### src/rtl/exp_pkg.sv
`default_nettype none
// ============================================================================
//  Module   : exp_pkg
//  Purpose  : Shared widths, 1/n! coefficients and state encoding for the
//             fixed-point exponential engine.
//  Revision : 1.0  initial release
// ============================================================================
package exp_pkg;

    localparam int XW = 16;
    localparam int AW = XW + 2;
    localparam int PW = 17;

    localparam logic [PW-1:0] ONE   = 17'h10000;

    // Truncated 1/n! in Q1.16
    localparam logic [PW-1:0] COEF1 = 17'h10000;
    localparam logic [PW-1:0] COEF2 = 17'h08000;
    localparam logic [PW-1:0] COEF3 = 17'h02AAA;
    localparam logic [PW-1:0] COEF4 = 17'h00AAA;
    localparam logic [PW-1:0] COEF5 = 17'h00222;
    localparam logic [PW-1:0] COEF6 = 17'h0005B;
    localparam logic [PW-1:0] COEF7 = 17'h0000D;

    localparam logic [1:0] IDLE = 2'd0;
    localparam logic [1:0] MULP = 2'd1;
    localparam logic [1:0] MULC = 2'd2;

endpackage
`default_nettype wire

### src/rtl/exp_coef_rom.sv
`default_nettype none
// ============================================================================
//  Module   : exp_coef_rom
//  Purpose  : Combinational 1/n! lookup; indices outside 1..7 return zero.
//  Revision : 1.0  initial release
// ============================================================================
module exp_coef_rom
    import exp_pkg::*;
(
    input  logic [2:0]    n,
    output logic [PW-1:0] coef
);

    always_comb begin
        coef = '0;
        case (n)
            3'd1:    coef = COEF1;
            3'd2:    coef = COEF2;
            3'd3:    coef = COEF3;
            3'd4:    coef = COEF4;
            3'd5:    coef = COEF5;
            3'd6:    coef = COEF6;
            3'd7:    coef = COEF7;
            default: coef = '0;
        endcase
    end

endmodule
`default_nettype wire

### src/rtl/exp_engine.sv
`default_nettype none
// ============================================================================
//  Module   : exp_engine
//  Purpose  : e^x for x in [0,1) via truncated Taylor series on one shared
//             17x17 multiplier; engStart/engDone responder.
//  Revision : 1.0  initial release
// ============================================================================
module exp_engine #(
    parameter int XW   = exp_pkg::XW,
    parameter int ITER = 7,
    parameter int AW   = exp_pkg::AW
) (
    input  logic          clk,
    input  logic          rst,
    input  logic          engStart,
    input  logic [XW-1:0] xIn,
    output logic          engDone,
    output logic [AW-1:0] result,
    output logic          busy
);

    import exp_pkg::*;

    localparam int HW = 2*PW - XW;

    logic [1:0]    r_state;
    logic [XW-1:0] r_x;
    logic [PW-1:0] r_pw;
    logic [AW-1:0] r_acc;
    logic [2:0]    r_n;
    logic [AW-1:0] r_result;
    logic          r_done;
    logic          r_busy;

    logic [PW-1:0] w_coef;
    logic [PW-1:0] w_mul_a;
    logic [PW-1:0] w_mul_b;
    logic [HW-1:0] w_prod_hi;
    logic [AW-1:0] w_acc_next;

    exp_coef_rom u_rom (
        .n    (r_n),
        .coef (w_coef)
    );

    // One multiplier: MULP forms x^n, MULC scales it by 1/n!
    assign w_mul_a    = r_pw;
    assign w_mul_b    = (r_state == MULC) ? w_coef : PW'(r_x);
    assign w_prod_hi  = HW'(((2*PW)'(w_mul_a) * (2*PW)'(w_mul_b)) >> XW);
    assign w_acc_next = r_acc + AW'(w_prod_hi);

    always_ff @(posedge clk) begin
        if (rst) begin
            r_state  <= IDLE;
            r_x      <= '0;
            r_pw     <= '0;
            r_acc    <= '0;
            r_n      <= '0;
            r_result <= '0;
            r_done   <= 1'b0;
            r_busy   <= 1'b0;
        end else begin
            case (r_state)
                IDLE: begin
                    if (engStart) begin
                        r_x     <= xIn;
                        r_pw    <= ONE;
                        r_acc   <= AW'(ONE);
                        r_n     <= 3'd1;
                        r_done  <= 1'b0;
                        r_busy  <= 1'b1;
                        r_state <= MULP;
                    end
                end
                MULP: begin
                    r_pw    <= w_prod_hi[PW-1:0];
                    r_state <= MULC;
                end
                MULC: begin
                    r_acc <= w_acc_next;
                    if (r_n == 3'(ITER)) begin
                        r_result <= w_acc_next;
                        r_done   <= 1'b1;
                        r_busy   <= 1'b0;
                        r_state  <= IDLE;
                    end else begin
                        r_n     <= r_n + 3'd1;
                        r_state <= MULP;
                    end
                end
                default: r_state <= IDLE;
            endcase
        end
    end

    assign engDone = r_done;
    assign result  = r_result;
    assign busy    = r_busy;

endmodule
`default_nettype wire

### config.mk
export PLATFORM = sky130hd
export DESIGN_NAME = exp_engine
export DESIGN_NICKNAME = d
export VERILOG_FILES = /design/src/rtl/exp_pkg.sv /design/src/rtl/exp_coef_rom.sv /design/src/rtl/exp_engine.sv
export SDC_FILE = /design/constraint.sdc
export NUM_CORES = 1
export LEC_CHECK = 0
export CAP_MARGIN = 20
export CORE_MARGIN = 3
export CORE_UTILIZATION = 60
export CTS_CLUSTER_DIAMETER = 150
export DETAILED_ROUTE_END_ITERATION = 8
export DONT_BUFFER_PORTS = 1
export GPL_ROUTABILITY_DRIVEN = 0
export PLACE_DENSITY = 0.72
export RECOVER_POWER = 25
export SYNTH_ARGS = -nofsm -noshare
export SYNTH_HDL_FRONTEND = slang
export SYNTH_SLANG_ARGS = --single-unit
export TNS_END_PERCENT = 1
### constraint.sdc
create_clock -name clk -period 9.2 [get_ports clk]
set_input_delay 1.84 -clock clk [delete_from_list [all_inputs] [get_ports clk]]
set_output_delay 1.84 -clock clk [all_outputs]
set_load 0.01 [all_outputs]
# == Word level (Yosys, flattened, before mapping) ==
# Index checks and enable logic that the tools add are counted.
# totals
regBits,76
# classes
add_sub_neg,2
mul,1
n_eq_ne,12
n_mux,18
reduce_logical,9
# ops
cell,count
one-hot mux 17 bit (7 select lines),1
one-hot mux 18 bit (2 select lines),1
multiplier 17 x 17 -> 34 bit,1
2-to-1 mux 17 bit,2
one-hot mux 17 bit (2 select lines),1
adder 18 bit,1
2-to-1 mux 18 bit,1
== test 3 bit (second input constant),4
AND reduction 2 bit,4
== test 3 x 2 -> 1 bit (second input constant),2
2-to-1 mux 3 bit,2
one-hot mux 2 bit (3 select lines),1
one-hot mux 3 bit (2 select lines),1
AND reduction 3 bit,2
2-to-1 mux 1 bit,5
!= test 2 bit (second input constant),2
one-hot mux 1 bit (2 select lines),2
nonzero test 2 bit,2
adder 3 x 1 -> 3 bit (second input constant),1
== test 3 x 1 -> 1 bit (second input constant),1
== test 2 x 1 -> 1 bit (second input constant),1
== test 2 bit (second input constant),1
logical NOT 2 bit,1
2-to-1 mux 2 bit,1
!= test 2 x 1 -> 1 bit (second input constant),1

# == Logic depth before layout (Yosys ltp) ==
# depth
ltp_word,6
mapped_depth,37
mapped_depth_nobuf,35

# == Modules after synthesis ==
# Synthesis repeated with hierarchy kept, for this count alone.
# hier_totals
hier_cells,1590
hier_area_um2,13246.5
# by_module_without_submodules
mod,instances,cells_per_inst,area_per_inst_um2
exp_engine,1,1569,13095.1
exp_coef_rom,1,21,151.4

# == Worst setup path before layout ==
# Ideal clock, no wire load.
# synth_path
kind,register to register
from,reg r_state[0]
to,reg r_acc[14]
arrival_ns,8.147
path_slack_ns,0.931
path_stages_with_launch,33
cell_sequence,dfxtp_1 nand2b_1 clkbuf_1 buf_1 nand2_1 o21ai_1 clkbuf_1 nand2_1 fa_1 fa_1 inv_1 fa_1 fa_1 fa_1 inv_1 fa_1 inv_1 ha_1 a21oi_1 nand2_1 a211oi_2 inv_1 a21oi_1 xnor2_1 fa_1 a21o_1 a21oi_1 o21a_1 o31ai_1 a2111oi_0 nor3_1 nor4b_1 a311o_1
# synth_between
elab_chain_cells,5
# synth_rtl
item,line,rtl
"start, declared",exp_engine.sv:26,logic [1:0] r_state;
"start signal, assigned",exp_engine.sv:54,r_state <= IDLE;
"start signal, assigned",exp_engine.sv:72,r_state <= MULP;
"start signal, assigned",exp_engine.sv:77,r_state <= MULC;
== test 2 bit,"exp_engine.sv:48, exp_engine.sv:63",
2-to-1 mux 17 bit,exp_engine.sv:48,assign w_mul_b = (r_state == MULC) ? w_coef : PW'(r_x);
multiplier 17 x 17 -> 34 bit,exp_engine.sv:49,assign w_prod_hi = HW'(((2*PW)'(w_mul_a) * (2*PW)'(w_mul_b)) >> XW);
adder 18 bit,exp_engine.sv:50,assign w_acc_next = r_acc + AW'(w_prod_hi);
one-hot mux 18 bit (2 select lines),exp_engine.sv:63,case (r_state)
"end signal, assigned",exp_engine.sv:68,r_acc <= AW'(ONE);
"end signal, assigned",exp_engine.sv:80,r_acc <= w_acc_next;
"end, declared",exp_engine.sv:29,logic [AW-1:0] r_acc;
# Several ways; a longest one is shown, not always the timed one.
# A chain may end at the register's enable or synchronous reset.

# == Final worst setup path ==
# layout_path
from,reg r_n[0]
to,reg r_result[14] (netlist: result[14])
# layout_between
elab_chain_cells,5
# layout_rtl
item,line,rtl
"start, declared",exp_engine.sv:30,logic [2:0] r_n;
"start signal, assigned",exp_engine.sv:87,r_n <= r_n + 3'd1;
"== test 3 bit, or another cell as far along","exp_coef_rom.sv:16, exp_engine.sv:81",
one-hot mux 17 bit (7 select lines),exp_coef_rom.sv:16,case (n)
2-to-1 mux 17 bit,exp_engine.sv:48,
multiplier 17 x 17 -> 34 bit,exp_engine.sv:49,
adder 18 bit,exp_engine.sv:50,
"end signal, assigned",exp_engine.sv:82,r_result <= w_acc_next;
"end, declared",exp_engine.sv:31,logic [AW-1:0] r_result;
# Several ways; a longest one is shown, not always the timed one.

==> metrics.txt <==
# TYPE chip_impl_metric gauge
chip_impl_metric{name="max-clock-path-buffers",unit=""} 2
chip_impl_metric{name="grt_antenna_before_repair",unit=""} 0
chip_impl_info{name="min-delay-path-class",value="register to register"} 1
chip_impl_metric{name="vias",unit=""} 9895
chip_impl_info{name="holdCritStartpoint",value="r_x[1]"} 1
chip_impl_metric{name="core_footprint",unit="um2"} 20600
chip_impl_info{name="post-synth-top-count-cell",value="inv_1"} 1
chip_impl_metric{name="port_buffers",unit=""} 0
chip_impl_metric{name="whs_path_depth",unit=""} 2
chip_impl_metric{name="final.min_clock_period",unit="ns"} 8.81
chip_impl_info{name="worst_reg2reg_endpoint",value="result[14]"} 1
chip_impl_info{name="synth.area.top_cells",value="fa_1 (35%), ha_1 (13%), dfxtp_1 (12%)"} 1
chip_impl_metric{name="syn-mean-instance-area",unit="um2"} 8.58
chip_impl_info{name="timing.critical_path.from_type",value="register"} 1
chip_impl_info{name="synth_top_cells_by_count",value="inv_1 (277), nand2_1 (259), fa_1 (223), ha_1 (129), and2_1 (100)"} 1
chip_impl_metric{name="final_design_area_no_fill",unit="um2"} 13400
chip_impl_metric{name="slew_headroom",unit=""} 0.228
chip_impl_metric{name="antenna_cells_inserted",unit=""} 0
chip_impl_info{name="run_status",value="finished clean"} 1
chip_impl_metric{name="synth_cells",unit=""} 1490
chip_impl_metric{name="hpwl",unit="um"} 24700
chip_impl_metric{name="clk-insertion-delay-late",unit="ns"} 0.33
chip_impl_metric{name="critPathMaxFanout",unit=""} 10
chip_impl_metric{name="placementRows",unit=""} 52
chip_impl_metric{name="die_width",unit="um"} 152
chip_impl_metric{name="global_route.overflow_total",unit=""} 0
chip_impl_metric{name="timing.max_cap.violations",unit=""} 0
chip_impl_metric{name="synth_enable_flop_cells",unit=""} 0
chip_impl_metric{name="synth-warning-count",unit=""} 0
chip_impl_metric{name="synth.yosys.seq_area_share",unit=""} 0.119
chip_impl_metric{name="nFillCells",unit=""} 1740
chip_impl_metric{name="cp_slowest_stage_delay",unit="ns"} 0.58
chip_impl_metric{name="report.power.total",unit="mW"} 0.808
chip_impl_metric{name="slew_at_the_pin_closest_to_its_max_slew_limit",unit="ns"} 1.16
chip_impl_metric{name="ys_async_sr_fraction",unit=""} 0
chip_impl_metric{name="initial_utilization",unit=""} 0.622
chip_impl_metric{name="drtIter0Drc",unit=""} 752
chip_impl_metric{name="reg2reg_setup_slack",unit="ns"} 0.39
chip_impl_info{name="setup.worst_path.class",value="register to register"} 1
chip_impl_metric{name="place.detailed.instances",unit=""} 1712
chip_impl_info{name="synth_flop_cell",value="dfxtp_1"} 1
chip_impl_metric{name="grt_pass1_wl",unit="um"} 53100
chip_impl_metric{name="synth_cell_types",unit=""} 56
chip_impl_metric{name="grtUsageTotal",unit=""} 0.281
chip_impl_metric{name="hold_violations",unit=""} 0
chip_impl_info{name="reg2reg_from",value="r_n[0]"} 1
chip_impl_metric{name="area_growth_syn_to_layout",unit="%"} 5.08
chip_impl_info{name="cp_common_cell",value="fa_1"} 1
chip_impl_metric{name="worst_ep_required_time",unit="ns"} 9.41
chip_impl_info{name="slowest_stage",value="fa_1"} 1
chip_impl_metric{name="drc",unit=""} 0
chip_impl_metric{name="place_worst_setup_slack",unit="ns"} 0.136
chip_impl_metric{name="postRouteAntennaNets",unit=""} 0
chip_impl_metric{name="post-synth-top-area-fraction",unit=""} 0.349
chip_impl_metric{name="net_count_after_synthesis",unit=""} 1861
chip_impl_info{name="tritoncts_clock_tree",value="yes"} 1
chip_impl_metric{name="final.hold.worst_slack",unit="ns"} 0.459
chip_impl_info{name="library_cell_with_the_largest_summed_area_after_synthesis",value="fa_1"} 1
chip_impl_metric{name="nNetsFinal",unit=""} 1826
chip_impl_metric{name="post_dp_cell_area",unit="um2"} 13100
chip_impl_metric{name="total_wire_length_after_detailed_routing",unit="um"} 31500
chip_impl_metric{name="synthesis.area",unit="um2"} 12800
chip_impl_metric{name="setup_violations",unit=""} 0
chip_impl_metric{name="p_leak",unit="nW"} 6.87
chip_impl_metric{name="min_period_over_period",unit=""} 0.958
chip_impl_metric{name="drive_gt1_frac",unit=""} 0.0473
chip_impl_metric{name="routed_wire_length_per_instance",unit="um"} 18.2
chip_impl_metric{name="final_core_util",unit=""} 0.654
chip_impl_metric{name="first_global_vias",unit=""} 10400
chip_impl_metric{name="ir_drop",unit="uV"} 116
chip_impl_metric{name="clock.fmax",unit="MHz"} 114
chip_impl_metric{name="ctsHtreeMaxLevel",unit=""} 3
chip_impl_info{name="cts-root-buf",value="clkbuf_16"} 1
chip_impl_metric{name="power.density_cell_area",unit="nW/um2"} 60.1
chip_impl_metric{name="worst_slack",unit="ns"} 0.391
chip_impl_metric{name="die_h",unit="um"} 152
chip_impl_info{name="whs_endpoint",value="r_x[1]"} 1
chip_impl_metric{name="drt_first_pass_iters",unit=""} 5
chip_impl_metric{name="die-area",unit="um2"} 23100
chip_impl_metric{name="synth-seq-cells",unit=""} 76
chip_impl_metric{name="detail_route.vias_per_cell",unit=""} 5.72
chip_impl_metric{name="clk_pin_slew_worst_paths",unit="ns"} 0.06
chip_impl_metric{name="setup-tns-final",unit="ns"} 0
chip_impl_metric{name="tritoncts_sinks",unit=""} 76
chip_impl_metric{name="numCtsBuffers",unit=""} 9
chip_impl_metric{name="drv_slew",unit=""} 0
chip_impl_metric{name="instances_no_fill",unit=""} 1730
chip_impl_metric{name="num_io_pins",unit=""} 39
chip_impl_metric{name="cp.arrival",unit="ns"} 9.02
chip_impl_info{name="cp-end-kind",value="register"} 1
chip_impl_metric{name="grt_start_max_net_pins",unit=""} 65
chip_impl_metric{name="worst_reg2reg_path_depth",unit=""} 32
chip_impl_metric{name="final.setup_skew",unit="ns"} 0.00784
repair_timing:
| item | 4_1_cts | 5_1_grt |
|---|---|---|
| buffers inserted | 0 | 2 |
| setup endpoints to repair | 0 | 14 |
| hold buffers | 0 | 0 |
| gates resized for setup | 0 | 20 |
critical path: cells and delay by family (launching register included):
family	cells	cell delay, ns
adder cells (fa/ha/maj)	11	4.54
AO/OA/AOI/OAI	11	2.36
AND/OR/NAND/NOR	4	0.56
buffers and inverters	5	0.64
flip-flops	1	0.37
XOR/XNOR	1	0.18
metal layers:
metal / track usage / wire length, um / up-vias
met5: 0 / 0 / -
met4: 0.0749 / 749 / 0
met1: 0.383 / 13100 / 4972
met3: 0.0239 / 1660 / 58
met2: 0.487 / 16000 / 297
li1: - / - / 4568
where the power goes:
| group | internal [mW] | total, mW | switching, mW |
|---|---|---|---|
| registers | 0.337 | 0.350 | 0.0132 |
| clock network | 0.197 | 0.333 | 0.136 |
| logic | 0.0370 | 0.125 | 0.0878 |
registers in the layout (all words and copies together) (netlist names):
signal / count
busy: 1
r_acc: 18
r_state: 2
result: 18
engDone: 1
r_n: 3
r_pw: 17
r_x: 16
cells by family after synthesis:
kind of cell | share of synthesized area
compound gates | 0.102
mux | 0.000783
flops | 0.119
xor+xnor | 0.0233
fa+ha+maj | 0.475
buf+inv | 0.104
simple gates | 0.176
area by class of cell:
cell class | count | area (um2) | share of cell area
multi-input combinational | 1061 | 10000 | 0.746
inverter | 277 | 1040 | 0.0774
clock inverter | 5 | 33.8 | 0.00251
clock buffer | 11 | 253 | 0.0188
sequential | 76 | 1520 | 0.113
tap | 270 | 338 | 0.0251
timing repair buffer | 30 | 225 | 0.0168
worst max-delay path by stage:
stage                from          to  slack, ns
6_report           r_n[0]  result[14]       0.39
2_1_floorplan  r_state[0]   r_acc[14]       0.93
3_3_place_gp       r_n[0]   r_acc[14]       0.33
5_1_grt            r_n[0]  result[14]      -0.10
4_1_cts            r_n[0]  result[14]       0.06
3_5_place_dp       r_n[0]   r_acc[14]       0.14
cell usage in the layout (no fill, tap or decap), types with 5 or more instances in the layout:
master     count
xor2_1        14
and2_1        98
fa_1         223
a22oi_1       13
o21ai_1        6
a22o_1        13
xnor2_1       16
nor3_1         8
clkbuf_16      9
nand2_1      256
ha_1         129
a21o_1        28
nand2b_1       5
o31ai_1        7
inv_1        277
and3_1        29
nand3_1       20
dfxtp_1       76
buf_4         30
o21ai_0       12
a21oi_1       67
nor2_1        35
a31oi_1        7
Power figures use the tool's default switching activity.
